### config.mk
export PLATFORM = sky130hd
export DESIGN_NAME = uart_rx
export DESIGN_NICKNAME = d
export VERILOG_FILES = /design/src/rtl/uart_pkg.sv /design/src/rtl/uart_rx_sync.sv /design/src/rtl/uart_rx.sv
export SDC_FILE = /design/constraint.sdc
export NUM_CORES = 1
export LEC_CHECK = 0
export BUFFER_PORTS_ARGS = -buffer_cell sky130_fd_sc_hd__buf_2
export CAP_MARGIN = 20
export CORE_ASPECT_RATIO = 1.75
export CORE_MARGIN = 1
export CORE_UTILIZATION = 35
export CTS_BUF_LIST = sky130_fd_sc_hd__clkbuf_4 sky130_fd_sc_hd__clkbuf_8
export CTS_CLUSTER_DIAMETER = 40
export DETAILED_ROUTE_END_ITERATION = 7
export PLACE_DENSITY = 0.59
export SYNTH_ARGS = -nofsm -noshare
export SYNTH_HDL_FRONTEND = slang
export SYNTH_SLANG_ARGS = --single-unit
### constraint.sdc
create_clock -name i_uart_clk -period 2.6 [get_ports i_uart_clk]
set_input_delay 0.52 -clock i_uart_clk [delete_from_list [all_inputs] [get_ports i_uart_clk]]
set_output_delay 0.52 -clock i_uart_clk [all_outputs]
set_load 0.005 [all_outputs]
### src/rtl/uart_pkg.sv
// uart_pkg: shared UART state encodings, default frame parameters and counter-width helper
package uart_pkg;

    localparam int UART_N_DATA_BITS = 8;
    localparam int UART_OVERSAMPLE  = 16;

    typedef enum logic [2:0] {
        ST_IDLE,
        ST_START,
        ST_DATA,
        ST_STOP,
        ST_BREAK
    } uart_state_e;

    // Width of a counter that must hold 0..n-1, never narrower than one bit
    function automatic int uart_cnt_w(input int n);
        return (n > 1) ? $clog2(n) : 1;
    endfunction

endpackage

### src/rtl/uart_rx_sync.sv
// uart_rx_sync: two-flop synchronizer for an asynchronous input that idles high
module uart_rx_sync (
    input  logic i_uart_clk,
    input  logic i_uart_reset,
    input  logic async_in,
    output logic sync_out
);

    logic meta;

    // Capture every clock; reset to the idle-high level so no false start is seen
    always_ff @(posedge i_uart_clk) begin
        if (!i_uart_reset) {sync_out, meta} <= 2'b11;
        else {sync_out, meta} <= {meta, async_in};
    end

endmodule

### src/rtl/uart_rx.sv
// uart_rx: oversampling UART receiver with valid/ready output, framing-error and overrun pulses
module uart_rx
    import uart_pkg::*;
#(
    parameter int N_DATA_BITS = UART_N_DATA_BITS,
    parameter int OVERSAMPLE  = UART_OVERSAMPLE
) (
    input  logic                   i_uart_clk,
    input  logic                   i_uart_reset,
    input  logic                   i_uart_en,
    input  logic                   i_uart_rx,
    input  logic                   i_uart_ready,
    output logic [N_DATA_BITS-1:0] o_uart_data,
    output logic                   o_uart_data_valid,
    output logic                   o_uart_frame_err,
    output logic                   o_uart_overrun,
    output logic                   o_uart_busy
);

    localparam int TW = uart_cnt_w(OVERSAMPLE);
    localparam int BW = uart_cnt_w(N_DATA_BITS);
    localparam logic [TW-1:0] TICK_MID  = TW'(OVERSAMPLE / 2 - 1);
    localparam logic [TW-1:0] TICK_LAST = TW'(OVERSAMPLE - 1);
    localparam logic [BW-1:0] BIT_LAST  = BW'(N_DATA_BITS - 1);

    logic                   rx_s;
    uart_state_e            state_q, state_d;
    logic [TW-1:0]          tick_q, tick_d;
    logic [BW-1:0]          bit_q, bit_d;
    logic [N_DATA_BITS-1:0] shreg_q, shreg_d;
    logic                   deliver;
    logic                   frame_err_d;
    logic                   load;

    uart_rx_sync u_sync (
        .i_uart_clk   (i_uart_clk),
        .i_uart_reset (i_uart_reset),
        .async_in     (i_uart_rx),
        .sync_out     (rx_s)
    );

    // Frame recovery: counters and samples advance only on oversample ticks
    always_comb begin
        state_d     = state_q;
        tick_d      = tick_q;
        bit_d       = bit_q;
        shreg_d     = shreg_q;
        deliver     = 1'b0;
        frame_err_d = 1'b0;
        if (i_uart_en) begin
            case (state_q)
                ST_IDLE: begin
                    if (!rx_s) begin
                        state_d = ST_START;
                        tick_d  = '0;
                    end
                end
                ST_START: begin
                    if (tick_q == TICK_MID) begin
                        state_d = rx_s ? ST_IDLE : ST_DATA;
                        tick_d  = '0;
                        bit_d   = '0;
                    end else begin
                        tick_d = tick_q + 1'b1;
                    end
                end
                ST_DATA: begin
                    if (tick_q == TICK_LAST) begin
                        shreg_d[bit_q] = rx_s;
                        tick_d         = '0;
                        state_d        = (bit_q == BIT_LAST) ? ST_STOP : ST_DATA;
                        bit_d          = (bit_q == BIT_LAST) ? bit_q : bit_q + 1'b1;
                    end else begin
                        tick_d = tick_q + 1'b1;
                    end
                end
                ST_STOP: begin
                    if (tick_q == TICK_LAST) begin
                        tick_d      = '0;
                        deliver     = rx_s;
                        frame_err_d = !rx_s;
                        state_d     = rx_s ? ST_IDLE : ST_BREAK;
                    end else begin
                        tick_d = tick_q + 1'b1;
                    end
                end
                ST_BREAK: begin
                    if (rx_s) state_d = ST_IDLE;
                end
                default: state_d = ST_IDLE;
            endcase
        end
    end

    // A finished word may load when the buffer is empty or being drained on this edge
    assign load = deliver && (!o_uart_data_valid || i_uart_ready);

    // State register plus output buffer and handshake, updated every clock
    always_ff @(posedge i_uart_clk) begin
        if (!i_uart_reset) begin
            state_q           <= ST_IDLE;
            tick_q            <= '0;
            bit_q             <= '0;
            shreg_q           <= '0;
            o_uart_data       <= '0;
            o_uart_data_valid <= 1'b0;
            o_uart_frame_err  <= 1'b0;
            o_uart_overrun    <= 1'b0;
            o_uart_busy       <= 1'b0;
        end else begin
            state_q           <= state_d;
            tick_q            <= tick_d;
            bit_q             <= bit_d;
            shreg_q           <= shreg_d;
            o_uart_data       <= load ? shreg_q : o_uart_data;
            o_uart_data_valid <= load || (o_uart_data_valid && !i_uart_ready);
            o_uart_frame_err  <= frame_err_d;
            o_uart_overrun    <= deliver && !load;
            o_uart_busy       <= (state_d != ST_IDLE);
        end
    end

endmodule

# Word level (Yosys, flattened, before mapping)
# Cells that the tools add are included.
[totals] reg_bits=32 in_bits=5 elab_cells=69
[op_classes] add_sub_neg=2 order_cmp=2 n_eq_ne=11 mux=24 reduce_logical=19
[ops] cell="3-bit two-way mux" n=10
[ops] cell="3-bit one-hot mux with 5 select lines" n=1
[ops] cell="4-bit two-way mux" n=3
[ops] cell="4-bit one-hot mux with 3 select lines" n=1
[ops] cell="8-bit bitwise mux" n=1
[ops] cell="2-bit inequality test, second input constant" n=4
[ops] cell="3-bit by 2-bit == test with 1-bit output, second input constant" n=2
[ops] cell="3-bit == test, second input constant" n=2
[ops] cell="3-bit one-hot mux with 2 select lines" n=1
[ops] cell="3-bit AND reduction" n=2
[ops] cell="3-bit nonzero test" n=2
[ops] cell="1-bit two-way mux" n=5
[ops] cell="5-bit AND reduction" n=1
[ops] cell="4-bit by 1-bit adder with 4-bit output, second input constant" n=1
[ops] cell="4-bit by 3-bit == test with 1-bit output, second input constant" n=1
[ops] cell="4-bit == test, second input constant" n=1
[ops] cell="1-bit logical AND" n=4
[ops] cell="1-bit logical NOT" n=4
[ops] cell="3-bit by 4-bit less-than comparator with 1-bit output, second input constant" n=1
[ops] cell="4-bit AND reduction" n=1
[ops] cell="3-bit by 1-bit adder with 3-bit output, second input constant" n=1
[ops] cell="1-bit demux with 3-bit select" n=1
[ops] cell="3-bit by 1-bit == test with 1-bit output, second input constant" n=1
[ops] cell="3-bit by 1-bit >= comparator with 1-bit output, second input constant" n=1
[ops] cell="5 further kinds" n=6

# Longest topological paths before layout
# Gate-level depths: netlist of the first run.
[depth] depth_word=7 ltp_mapped=7 depth_no_buf=6

# By module
# From an unflattened synthesis of the first run, not the netlist that was laid out.
[unflattened] cells_unflattened=165 hier_area_um2=1471.4
[modules_own_cells] mod="uart_rx" n_inst=1 cells_each=161 area_per_inst_um2=1418.9 seq_area_each_um2=600.6
[modules_own_cells] mod="uart_rx_sync" n_inst=1 cells_each=4 area_per_inst_um2=52.6 seq_area_each_um2=40.0

# Least setup slack after synthesis of the first run
# No wires, ideal clock.
[synth_timing] path_type="reg2reg" startpoint="register bit_q[1]" endpoint="register bit_q[0]" setup_ns=0.072 arrival_ns=1.866 required_ns=2.528 setup_slack_ns=0.662 stages_incl_launch_ff=7 path_buffers=0 cell_sequence="dfxtp_1 ha_1 ha_1 or3b_1 a32o_1 or4_1 a21oi_1"
[synth_via] elab_chain_len=3
[synth_rtl] item="from (decl)" line="uart_rx.sv:29" source="logic [BW-1:0] bit_q, bit_d;"
[synth_rtl] item="from (signal assigned)" line="uart_rx.sv:113" source="bit_q <= bit_d;"
[synth_rtl] item="3-bit == test" line="uart_rx.sv:72" source="bit_d = (bit_q == BIT_LAST) ? bit_q : bit_q + 1'b1;"
[synth_rtl] item="2-bit inequality test (no line)"
[synth_rtl] item="5-bit AND reduction (no line)"
# Every way passes these cells.
# A chain may end at the register's enable or synchronous reset.

# Worst setup path after layout of the first run
# Same ends and word-level chain as after synthesis.

==> results of run 1 <==
==> logic make-up (layout without fill, tap and decap cells) <==
kind of cell               after synthesis  in the layout  share of synthesized area (%)
buffers and inverters                   10             27                           4.58
and+or+nand+nor                         80             80                           28.3
muxes                                   17             17                           11.1
DFF                                     32             32                           41.9
xor gates and xnor gates                 1              1                          0.572
AOI/OAI and AO/OA                       27             27                           11.1
adders and majority gates                3              3                           2.45
==> layout by cell type, fill, tap and decap left out, types with 2 or more instances in the layout <==
cell type	n
sky130_fd_sc_hd__nand3b_1	2
sky130_fd_sc_hd__clkbuf_8	7
sky130_fd_sc_hd__o21ai_0	6
sky130_fd_sc_hd__nor3_1	3
sky130_fd_sc_hd__or3b_1	2
sky130_fd_sc_hd__and3_1	3
sky130_fd_sc_hd__a21o_1	2
sky130_fd_sc_hd__dfxtp_1	32
sky130_fd_sc_hd__or3_1	3
sky130_fd_sc_hd__buf_2	16
sky130_fd_sc_hd__a311oi_1	2
sky130_fd_sc_hd__nand3_1	7
sky130_fd_sc_hd__a21oi_1	9
sky130_fd_sc_hd__a31oi_1	2
sky130_fd_sc_hd__nand2_1	30
sky130_fd_sc_hd__nor3b_1	2
sky130_fd_sc_hd__nand4_1	2
sky130_fd_sc_hd__buf_4	2
sky130_fd_sc_hd__nor2_1	7
sky130_fd_sc_hd__nand2b_1	3
sky130_fd_sc_hd__or4_1	2
sky130_fd_sc_hd__mux2i_1	17
sky130_fd_sc_hd__nor2b_1	6
sky130_fd_sc_hd__ha_1	3
==> flip-flops by register name (all words and copies together) (netlist names) <==
name and cells:
bit_q 3, o_uart_busy 1, o_uart_data 8, o_uart_data_valid 1, o_uart_frame_err 1, o_uart_overrun 1
shreg_q 8, state_q 3, tick_q 4, u_sync.meta 1, u_sync.sync_out 1
==> through the flow <==
step	utilization, %	instances	worst slack (ps)
floorplan	-	170	662
global placement	39.0	228	608
detailed placement	39.0	228	518
CTS	42.1	236	503
global route	42.1	236	414
finish	42.1	236	498
==> layout make-up <==
type	count	share of cell area, %
Clock buffer	7	5.52
Clock inverter	1	1.72
Inverter	1	0.215
Multi-Input combinational cell	128	46.9
Sequential cell	32	36.7
Tap cell	49	3.51
Timing Repair Buffer	18	5.44
==> worst max-delay path by stage <==
stage | from | endpoint | cells past startpoint
finish | bit_q[1] | bit_q[0] | 6
global route | bit_q[1] | bit_q[0] | 6
CTS | bit_q[1] | bit_q[0] | 6
detailed placement | bit_q[1] | bit_q[0] | 6
global placement | bit_q[1] | bit_q[0] | 6
floorplan | bit_q[1] | bit_q[0] | 6
==> per-layer routing <==
| layer | up-vias | share of wire (%) | GRT usage, % |
|---|---|---|---|
| met1 | 615 | 38 | 15.2 |
| li1 | 637 | - | - |
| met2 | 23 | 57 | 30.1 |
| met4 | 0 | 2.5 | 8.35 |
| met5 | - | 0 | 0 |
| met3 | 8 | 2.3 | 3.06 |
==> worst reg2reg max path, delay by kind of cell, from the launching register on <==
| family | cells | cell delay (ps) |
|---|---|---|
| DFF | 1 | 360 |
| adders and majority gates | 2 | 400 |
| AOI/OAI and AO/OA | 2 | 410 |
| and+or+nand+nor | 2 | 860 |
==> power groups by stage <==
| stage | clock network, mW | logic [mW] | registers (mW) |
|---|---|---|---|
| global placement | 0 | 0.0295 | 0.507 |
| finish | 0.514 | 0.0302 | 0.496 |
| global route | 0.546 | 0.0336 | 0.496 |
| floorplan | 0 | 0.0206 | 0.505 |
| detailed placement | 0 | 0.0304 | 0.507 |
| CTS | 0.528 | 0.0305 | 0.496 |
==> results.txt, run 1 <==
Ranked by total cell area, the synthesized netlist is headed by sky130_fd_sc_hd__dfxtp_1 42%, sky130_fd_sc_hd__mux2i_1 11%, sky130_fd_sc_hd__nand2_1 7.4%, sky130_fd_sc_hd__a21oi_1 2.9%, sky130_fd_sc_hd__buf_6 2.9%. Setup repair after global routing left no endpoint under its margin. The transition time at the pin with the least slew margin was 490 ps; the number of max-cap violations was 0. TritonCTS built the clock tree. The count of warnings emitted by yosys was 0; the fraction of registers with async set/reset was 0%. Most common cell in the netlist: sky130_fd_sc_hd__dfxtp_1.

Power spread over the standard cell area amounts to 595 nW/µm². The area growth from synthesis to layout was 14.1%; the average size of a mapped cell was 9.00 µm². The clock-pin slew of the registers on the worst-case setup and hold paths was 70 ps. In the synthesized netlist the dominant register cell turns out to be sky130_fd_sc_hd__dfxtp_1. Antenna violation net count after detailed routing: 0. Cell taking the most area after synthesis: sky130_fd_sc_hd__dfxtp_1. The tools report the timing-limited maximum frequency as 476 MHz. In the routed design, unresolved DRC markers number 0. The share of synthesized area in the top cell type comes to 41.9%. The final wirelength is 3.17 mm. STA classifies the critical path endpoint as a flip-flop.

The flow ran to the end, and the final reports show no timing, DRC or antenna violations. The tools report the capturing point of the worst reg2reg path as bit_q[0]. Power comes to 1.04 mW. The summed negative setup slack over all endpoints was 0 ps; the flop and latch count out of synthesis was 32. For hold timing, the worst endpoint is u_sync.sync_out. In the final routed layout, each cell accounts on average for 13.4 µm. Counting every net in the synthesized netlist gives 178. For the area used by sequential logic in the layout, the log shows 641 µm².

For the clock latency on the worst-skew pair, the log shows 280 ps. Post-CTS timing repair inserted 0 buffers for setup. The via-per-instance ratio was 5.44; the number of cells on the worst reg-to-reg path was 6. The worst hold path begins at u_sync.meta.

The fraction of power consumed by combinational cells was 2.9%. After the last flow step, the layout net total stands at 194. Per report_power, the clock group accounts for 49.4% of the total. The tools report the post-detailed-placement half-perimeter wirelength as 2.34 mm.

Hold timing on the final database bottoms out at a slack of 409 ps. The clock passes through at most 2 buffers. In this run the number of H-tree levels came out at 2.

For this block, the via count after detailed routing is 1283. The switching share of power was 19.1%; the post-route clock skew was 6.31 ps. Post-CTS repair changed the size of 0 cells. The startpoint identified for the worst register-to-register timing path is bit_q[1].

The post-synthesis instance area was 1530 µm². For the boundary pin count, the log shows 17. Entering global routing, the biggest net connects 24 pins. The ratio of cells with drive above 1 in the final layout works out to 16.0%.

Counting stages on the worst path, the most repeated cell is sky130_fd_sc_hd__ha_1. The type of the worst setup path was reg2reg. In this run the standard cell core region covers 4150 µm².

For the reg-to-reg setup timing slack, the log shows 500 ps. The critical path goes through ha_1 -> ha_1 -> or3b_1 -> a32o_1 -> or4_1 -> a21oi_1. The run gives 5 as the total clock buffers created by CTS.

The leakage power is 0.718 nW. Critical path buffer and inverter count: 0. For the number of pins with negative max-slew slack in the final report, the log shows 0. Counting flops with a built-in enable in the synthesized netlist gives 0. The worst pin sits at a relative slew slack of 67.3%.

The kind of cell with the highest combined delay along the critical path is simple AND/OR/NAND/NOR gates. The logs give 0.858 for the routability-driven placement congestion ratio and 0 for the number of hold violations in the final report. The overall overflow remaining after global route was 0. Counting I/O delays and the setup requirement, the final critical path takes 2100 ps. STA classifies the critical path startpoint as a flip-flop.

Summing all multi-input logic gate instances after layout gives 820 µm². The count of input and output buffers is 16, and the initial antenna violation count is 0. For this configuration, the core starts out at a cell density of 36.9%. The number of stages on the worst hold path is 1. The worst hold path belongs to the class reg2reg.

For the instance area after placement, the log shows 1620 µm². The die height was 89.5 µm; the die outline area was 4650 µm². Global routing used 15.7% of the available tracks.

The commonest cells after synthesis are 32 x sky130_fd_sc_hd__dfxtp_1, 30 x sky130_fd_sc_hd__nand2_1, 17 x sky130_fd_sc_hd__mux2i_1. The tools report the cell-internal power as 0.842 mW. Switching power: 0.198 mW. The first detailed-routing pass took 4 iterations. The logs give 32 for the number of sinks driven by the clock tree and 0.000472 V for the worst voltage drop across the vdd grid.

Sequential cells burn 47.7% of the power. The first routing iteration left 9 violations. The largest individual stage delay along the critical path comes from the cell sky130_fd_sc_hd__or4_1. The cell count after synthesis came out at 170. The post-route clock period utilization came out at 80.8%. The final count of negative-setup-slack endpoints is 0, and the data arrival time at the worst-slack endpoint is 2310 ps. The horizontal die dimension was 52.0 µm. The tools report the floorplan row count as 31.

The number of inserted filler cells in the final layout was 425; the endpoint required time on the critical path was 2800 ps. The tools report the buffer type at the clock tree root as sky130_fd_sc_hd__clkbuf_8. The first-pass GRT wire length is 5.44 mm.

Of all nets on the critical path, the largest fanout is 7. With fillers left out, the area of the finished cells amounts to 1750 µm². For this design, the CTS-stage hold fixing added 0 buffers. The number of distinct library cells after synthesis came out at 40. Via count of the first global-routing pass: 1266. The logs give 41.9% for the share of synthesized area occupied by flip-flops and latches and 0 for the number of diodes added for antenna fixing. In this design, the stage delay of the slowest critical-path cell is 480 ps.
No activity file was read; power rests on OpenSTA's default activity.
==> run 2, diff against run 1 <==
Settings changed: PLACE_DENSITY 0.59 to 0.61.
Clock period 2.6 ns to 1.8 ns, I/O delays scaled along.
==> results.txt, run 2 (same netlist as run 1, synthesis figures left out) <==
For the routability-driven placement congestion ratio, the log shows 0.871 (was 0.858). First-pass GRT wire length: 5.61 mm (was 5.44 mm). For the area of the multi-input gates, the log shows 862 µm² (was 820 µm²).

The run gives 2 (unchanged) as the worst-case clock buffer depth. The data arrival time at the worst-slack endpoint is 2130 ps (was 2310 ps), and the via-per-instance ratio is 5.19 (was 5.44). The run gives 0 (unchanged) as the number of pins with negative max-slew slack in the final report. The remaining max-slew budget at the tightest pin is 71.9% (was 67.3%). The post-route clock period utilization is 106% (was 80.8%). For the clock network fraction of design power, the log shows 41.9% (was 49.4%).

The count of input and output buffers was 16 (unchanged). The logs give 254 (was 236) for the non-filler instance count after layout and 4 (unchanged) for the number of iterations in the first detailed-routing pass. The clock-pin slew of the registers on the worst-case setup and hold paths came out at 70 ps (about the same). The area growth from synthesis to layout works out to 23.8% (was 14.1%). For the reg-to-reg setup timing slack, the log shows -110 ps (was 500 ps). The worst hold path class was in2reg (was reg2reg). Cells along the critical path: ha_4 -> ha_4 -> or3b_4 -> a32o_2 -> or4_4 -> a21oi_2 (was ha_1 -> ha_1 -> or3b_1 -> a32o_1 -> or4_1 -> a21oi_1).

The run finished, with violations left. The clock latency on the worst-skew pair is 290 ps (was 280 ps). Smallest setup slack after layout: -111 ps (was 498 ps).

The most frequent standard cell in the layout excluding fill and tap cells is sky130_fd_sc_hd__nand2_1 (was sky130_fd_sc_hd__dfxtp_1). The tools report the end of the critical path as bit_q[0] (unchanged). The logs give 1.01 mW (was 0.842 mW) for the cell-internal power and 5.36 ps (was 6.31 ps) for the post-route clock skew.

Number of buffers inserted by post-CTS setup repair: 0 (unchanged). Most used cells in the layout excluding fill and tap cells: 30 x sky130_fd_sc_hd__nand2_1, 29 x sky130_fd_sc_hd__dfxtp_1, 20 x sky130_fd_sc_hd__buf_4 (was 32 x sky130_fd_sc_hd__dfxtp_1, 30 x sky130_fd_sc_hd__nand2_1, 17 x sky130_fd_sc_hd__mux2i_1). Dominant cell type by count on the critical path: sky130_fd_sc_hd__ha_4 (was sky130_fd_sc_hd__ha_1). The die outline area came out at 4650 µm² (unchanged).

The transition time at the pin with the least slew margin is 422 ps (was 490 ps). The number of inserted filler cells in the final layout was 415 (was 425). The run gives 25 (was 24) as the largest net degree at the start of global routing. The total DRC errors in the routed layout was 0 (unchanged); the level count of the clock H-tree was 2 (unchanged).

The capturing point of the worst reg2reg path was bit_q[0] (unchanged). The logs give 1283 (was 1266) for the via count of the first global-routing pass and 0 (unchanged) for the number of max-cap violations. The total non-filler cell area in the finished layout is 1890 µm² (was 1750 µm²). The overall overflow remaining after global route is 0 (unchanged).

The power density of the placed cells was 699 nW/µm² (was 595 nW/µm²). The run gives 523 MHz (was 476 MHz) as the timing-limited maximum frequency. The average wire per cell in the routed design came out at 13.0 µm (was 13.4 µm). Part of the power in registers: 54.0% (was 47.7%). The tools report the initial antenna violation count as 0 (unchanged). The critical path buffer and inverter count was 0 (unchanged).

For the summed negative setup slack over all endpoints, the log shows -114 ps (was 0 ps). The clock period minus final worst setup slack is 1910 ps (was 2100 ps), and the switching share of power is 23.9% (was 19.1%). The tools report the aggregate global-route resource usage as 16.3% (was 15.7%). First-iteration detailed-routing DRC count: 23 (was 9).

Buffer type at the clock tree root: sky130_fd_sc_hd__clkbuf_8 (unchanged). The antenna violation net count after detailed routing was 0 (unchanged); the logic depth of the worst path, buffers included was 6 (unchanged). The ratio of cells with drive above 1 in the final layout came out at 28.8% (was 16.0%). The run gives 31 (unchanged) as the floorplan row count. Cell class contributing the biggest share of worst-path delay: simple AND/OR/NAND/NOR gates (unchanged). The fraction of power consumed by combinational cells was 4.1% (was 2.9%).

The startpoint of the lowest-slack register-to-register path was bit_q[1] (unchanged). The number of hold-repair buffers added at the cts stage is 0 (unchanged), and the effective utilization at floorplan is 36.9% (unchanged). Final net count: 212 (was 194). The logs give 3.30 mm (was 3.17 mm) for the final wirelength and 0.000507 V (was 0.000472 V) for the worst voltage drop across the vdd grid. The slowest stage cell on the critical path is sky130_fd_sc_hd__or4_4 (was sky130_fd_sc_hd__or4_1). The peak fanout along the critical path came out at 3 (was 7). TritonCTS built the clock tree. The number of hold violations in the final report is 0 (unchanged), and the switching power is 0.317 mW (was 0.198 mW). Setup repair after global routing could not meet its margin everywhere.

The tools report the number of cells in the design after placement as 246 (was 228). The type of the worst setup path is reg2reg (unchanged). For the total clock buffers created by CTS, the log shows 5 (unchanged).

Launching element of the worst setup path: bit_q[1] (unchanged). The minimum setup slack after placement was -148 ps (was 518 ps). The tools report the endpoint required time on the critical path as 2020 ps (was 2800 ps). The die height is 89.5 µm (unchanged). Largest registers: o_uart_data: 8 flops, shreg_q: 8 flops, tick_q: 4 flops (unchanged). The tools report the endpoint type of the worst setup path as a flip-flop (unchanged). The area used by sequential logic in the layout was 644 µm² (was 641 µm²).

The total power of the final layout is 1.32 mW (was 1.04 mW), and the number of cells on the worst reg-to-reg path is 6 (unchanged). The tools report the post-detailed-placement half-perimeter wirelength as 2.48 mm (was 2.34 mm). The run gives 32 (unchanged) as the number of sinks driven by the clock tree. Final count of negative-setup-slack endpoints: 2 (was 0). The maximum cell stage delay along the critical path was 480 ps (about the same). The tools report the element type at the critical path start as a flip-flop (unchanged).

The tools report the number of diodes added for antenna fixing as 0 (unchanged). The instance area after placement is 1760 µm² (was 1620 µm²), and the horizontal die dimension is 52.0 µm (unchanged). For the boundary pin count, the log shows 17 (unchanged). Placeable core area: 4150 µm² (unchanged). The leakage power was 0.782 nW (was 0.718 nW). The final reports fail on negative setup slack.

Routed via count: 1318 (was 1283).
## run 2: per-layer routing
metal  track usage [%]  share of wire [%]
met5                 0                  0
met1              16.1                 40
met4              8.85                2.6
met3              3.40                1.5
met2              30.5                 56
## run 2: layout make-up
type,count,area share [%]
multi-input cells,128,45.5
flip-flops and latches,32,34.0
repair buffers,36,12.2
clock buffers,5,3.63
well taps,49,3.24
clock inverters,3,1.25
inverters,1,0.198
## run 2: power groups by stage
stage	Sequential (mW)	Clock, mW	Combinational (mW)
3_5_place_dp	0.731	0	0.0541
2_1_floorplan	0.730	0	0.0299
4_1_cts	0.714	0.579	0.0544
3_3_place_gp	0.731	0	0.0544
6_report	0.714	0.555	0.0543
5_1_grt	0.714	0.608	0.0597
## run 2: what timing repair did
action,4_1_cts,5_1_grt
gates resized for setup,5,7
pin swaps,3,1
endpoints found under the setup margin,2,12
## run 2: how the worst min path moves through the flow
stage	slack [ps]	from	to	cells after the start
3_3_place_gp	400	u_sync.meta	u_sync.sync_out	1
3_5_place_dp	400	u_sync.meta	u_sync.sync_out	1
5_1_grt	250	i_uart_rx	u_sync.meta	2
6_report	250	i_uart_rx	u_sync.meta	2
4_1_cts	240	i_uart_rx	u_sync.meta	2
2_1_floorplan	390	u_sync.meta	u_sync.sync_out	1
## run 2: worst reg2reg max path, stage by stage, from the launching register on
cell and delay, ps:
sky130_fd_sc_hd__dfxtp_2 340, sky130_fd_sc_hd__ha_4 160, sky130_fd_sc_hd__ha_4 150, sky130_fd_sc_hd__or3b_4 360, sky130_fd_sc_hd__a32o_2 240, sky130_fd_sc_hd__or4_4 480
sky130_fd_sc_hd__a21oi_2 120
## run 2: stage by stage
| stage | utilization (%) | hold WS (ps) |
|---|---|---|
| 6_report | 45.6 | 250 |
| 2_1_floorplan | - | 386 |
| 3_3_place_gp | 42.4 | 396 |
| 4_1_cts | 45.3 | 243 |
| 3_5_place_dp | 42.4 | 399 |
| 5_1_grt | 45.6 | 253 |
==> run 3, diff against run 2 <==
Settings changed: SYNTH_HIERARCHICAL from default to 1.
==> results.txt, run 3 <==
The number of hold-repair buffers added at the cts stage is 0 (unchanged). The capturing point of the worst reg2reg path is o_uart_busy (was bit_q[0]). The area used by sequential logic in the layout is 646 µm² (was 644 µm²). The post-synthesis instance area is 1470 µm² (was 1530 µm²), and the average size of a mapped cell is 8.92 µm² (was 9.00 µm²).

The startpoint of the lowest-slack register-to-register path was bit_q[0] (was bit_q[1]). The number of hold violations in the final report came out at 0 (unchanged). The logs give 25 (unchanged) for the largest net degree at the start of global routing and 16.1% (was 16.3%) for the aggregate global-route resource usage. The effective utilization at floorplan came out at 37.3% (was 36.9%). Most common cell in the netlist: sky130_fd_sc_hd__dfxtp_1 (unchanged). The via-per-instance ratio is 5.56 (was 5.19). The net count after synthesis was 173 (was 178). Number of diodes added for antenna fixing: 0 (unchanged). The tools report the post-route clock skew as 1.64 ps (was 5.36 ps). The average wire per cell in the routed design was 13.6 µm (was 13.0 µm); the endpoint required time on the critical path was 1970 ps (was 2020 ps). The final count of negative-setup-slack endpoints is 0 (was 2). The tools report the buffer type at the clock tree root as sky130_fd_sc_hd__clkbuf_8 (unchanged). The count of input and output buffers was 16 (unchanged); the post-route clock period utilization was 92.8% (was 106%).

The number of iterations in the first detailed-routing pass is 4 (unchanged), and the share of synthesized area occupied by flip-flops and latches is 43.5% (was 41.9%). The run gives 1256 (was 1283) as the via count of the first global-routing pass. Largest registers: o_uart_data: 8 flops, shreg_q: 8 flops, tick_q: 4 flops (unchanged).

The die height works out to 87.8 µm (was 89.5 µm). The destination of the worst hold path was u_sync/meta (was u_sync.meta). The boundary pin count was 17 (unchanged); the power density of the placed cells was 772 nW/µm² (was 699 nW/µm²). Element type at the critical path start: a flip-flop (unchanged). The reg-to-reg setup timing slack is 130 ps (was -110 ps), and the clock-pin slew of the registers on the worst-case setup and hold paths is 60 ps (was 70 ps).

The placeable core area was 3940 µm² (was 4150 µm²); the floorplan row count was 30 (was 31). The summed negative setup slack over all endpoints is 0 ps (was -114 ps), and the flop and latch count out of synthesis is 32 (unchanged). The number of stages on the worst hold path works out to 2 (unchanged).

The number of synthesized flops with an enable pin was 0 (unchanged). The commonest register cell after synthesis is sky130_fd_sc_hd__dfxtp_1 (unchanged). The run finished with clean final reports. The share of the core filled with cells in the final layout came out at 44.5% (was 45.6%).

The run gives 0 (unchanged) as the total DRC errors in the routed layout. The remaining max-slew budget at the tightest pin is 71.2% (was 71.9%), and the leakage power is 0.696 nW (was 0.782 nW). The final wirelength came out at 3.21 mm (was 3.30 mm).

The fraction of post-synthesis cell area in the top cell type by area works out to 43.5% (was 41.9%). The run gives 4480 µm² (was 4650 µm²) as the die outline area. Setup repair after global routing left no endpoint under its margin. Top cells by instance count after synthesis: 32 x sky130_fd_sc_hd__dfxtp_1, 15 x sky130_fd_sc_hd__nand2_1, 15 x sky130_fd_sc_hd__o21ai_0 (was 32 x sky130_fd_sc_hd__dfxtp_1, 30 x sky130_fd_sc_hd__nand2_1, 17 x sky130_fd_sc_hd__mux2i_1). Number of distinct library cells after synthesis: 39 (was 40). For the total non-filler cell area in the finished layout, the log shows 1750 µm² (was 1890 µm²). The logs give 280 ps (was 290 ps) for the clock latency on the worst-skew pair and 5 (unchanged) for the total clock buffers created by CTS. TritonCTS built the clock tree. Number of cells on the worst reg-to-reg path: 6 (unchanged). Worst hold path class: in2reg (unchanged). The tools report the endpoint type of the worst setup path as a flip-flop (unchanged).

The most frequent standard cell in the layout excluding fill and tap cells was sky130_fd_sc_hd__dfxtp_1 (was sky130_fd_sc_hd__nand2_1). The cell taking the most area after synthesis is sky130_fd_sc_hd__dfxtp_1 (unchanged). The number of sinks driven by the clock tree was 32 (unchanged); the count of warnings emitted by yosys was 6 (was 0).

Worst min-delay path startpoint: i_uart_rx (unchanged). The routability-driven placement congestion ratio was 0.892 (was 0.871). The data arrival time at the worst-slack endpoint is 1840 ps (was 2130 ps). The timing-limited maximum frequency was 599 MHz (was 523 MHz); the antenna violation net count after detailed routing was 0 (unchanged). The number of max-cap violations came out at 0 (unchanged). The run gives 5.34 mm (was 5.61 mm) as the first-pass GRT wire length. Biggest area contributors in the synthesized netlist: sky130_fd_sc_hd__dfxtp_1 44%, sky130_fd_sc_hd__mux2i_1 6.8%, sky130_fd_sc_hd__o21ai_0 5.1%, sky130_fd_sc_hd__nand3_1 4.8%, sky130_fd_sc_hd__nand2_1 3.8% (was sky130_fd_sc_hd__dfxtp_1 42%, sky130_fd_sc_hd__mux2i_1 11%, sky130_fd_sc_hd__nand2_1 7.4%, sky130_fd_sc_hd__a21oi_1 2.9%, sky130_fd_sc_hd__buf_6 2.9%).

The type of the worst setup path was reg2reg (unchanged). The horizontal die dimension is 51.0 µm (was 52.0 µm). The run gives 2.37 mm (was 2.48 mm) as the post-detailed-placement half-perimeter wirelength. Most used cells in the layout excluding fill and tap cells: 28 x sky130_fd_sc_hd__dfxtp_1, 16 x sky130_fd_sc_hd__buf_2, 15 x sky130_fd_sc_hd__nand2_1, 15 x sky130_fd_sc_hd__o21ai_0, 14 x sky130_fd_sc_hd__nand3_1 (was 30 x sky130_fd_sc_hd__nand2_1, 29 x sky130_fd_sc_hd__dfxtp_1, 20 x sky130_fd_sc_hd__buf_4). The run gives 0.000487 V (was 0.000507 V) as the worst voltage drop across the vdd grid. For the first-iteration detailed-routing DRC count, the log shows 11 (was 23).

The logs give 423 (was 415) for the number of inserted filler cells in the final layout and 0 (unchanged) for the initial antenna violation count. The clock period minus final worst setup slack came out at 1670 ps (was 1910 ps). The area of the multi-input gates is 769 µm² (was 862 µm²).

The tools report the final net count as 197 (was 212). The tools report the number of instances in the synthesized netlist as 165 (was 170). The instance area after placement was 1630 µm² (was 1760 µm²). The ratio of cells with drive above 1 in the final layout came out at 23.3% (was 28.8%). The peak fanout along the critical path is 5 (was 3), and the level count of the clock H-tree is 2 (unchanged). The routed via count came out at 1317 (was 1318). The worst-case clock buffer depth is 2 (unchanged), and the area growth from synthesis to layout is 19.1% (was 23.8%). The fraction of registers with async set/reset is 0% (unchanged), and the transition time at the pin with the least slew margin is 431 ps (was 422 ps). The number of pins with negative max-slew slack in the final report is 0 (unchanged), and the overall overflow remaining after global route is 0 (unchanged).
-- run 3: changes by cell type in the layout (fill, tap and decap cells not counted), sizes merged, moves of 3 or more --
| cell | change |
|---|---|
| buf | -8 |
| mux2i | -7 |
| nand2 | -15 |
| nand3 | +7 |
| nor2b | -3 |
| o21ai | +8 |
-- run 3: timing repair --
action	in CTS	in global routing
endpoints found under the setup margin	0	5
buffers inserted	0	2
gates resized for setup	0	7
-- run 3: layout make-up --
| cell class | instances | area share [%] |
|---|---|---|
| clock buffer | 7 | 5.50 |
| inverter | 3 | 0.642 |
| multi-input combinational | 119 | 43.9 |
| sequential | 32 | 36.8 |
| tap | 48 | 3.43 |
| timing repair buffer | 28 | 9.71 |
-- run 3: cells by family (layout without fill, tap and decap cells) --
family          after synthesis  count (layout)  share of synthesized area (%)
simple gates                 69              69                           27.6
xor+xnor                      1               1                          0.595
mux                          10              10                           6.80
compound gates               36              36                           14.0
flops                        32              32                           43.5
fa+ha+maj                     3               3                           2.55
buf+inv                      14              38                           4.93
-- run 3: critical path: stages, from the launching register on --
cell and delay [ps]:
sky130_fd_sc_hd__dfxtp_1 340, sky130_fd_sc_hd__ha_1 210, sky130_fd_sc_hd__ha_1 190, sky130_fd_sc_hd__nor4bb_1 130, sky130_fd_sc_hd__mux2i_1 200, sky130_fd_sc_hd__a311oi_1 130
sky130_fd_sc_hd__or3_1 350
-- run 3: through the flow --
stage	cells	hold slack (ps)	worst slack (ps)	total power, mW
after floorplan	165	386	150	0.757
after global placement	228	392	129	0.777
after detailed placement	228	403	67.8	0.779
after CTS	235	252	39.0	1.38
after global routing	237	280	5.47	1.40
final	237	267	130	1.35
-- run 3: metal layers --
layer,GRT usage (%),part of all wire [%],vias to the layer above
met2,29.5,54,35
li1,-,-,639
met3,4.34,3.5,13
met1,14.9,38,630
met4,11.4,4.2,0
met5,0,0,-
-- run 3: worst max path at each step --
| stage | start | to | slack (ps) | cells after the start |
|---|---|---|---|---|
| floorplan | tick_q[0] | o_uart_data[3] | 150 | 7 |
| global placement | state_q[0] | o_uart_busy | 130 | 5 |
| detailed placement | tick_q[0] | o_uart_busy | 70 | 6 |
| CTS | tick_q[0] | shreg_q[4] | 40 | 5 |
| global route | bit_q[0] | o_uart_busy | 5 | 6 |
| finish | bit_q[0] | o_uart_busy | 130 | 6 |
-- run 3: where the power goes --
group | switching (mW) | internal, mW | total [mW]
Clock | 0.249 | 0.340 | 0.589
Combinational | 0.0288 | 0.0186 | 0.0474
Sequential | 0.00356 | 0.712 | 0.716
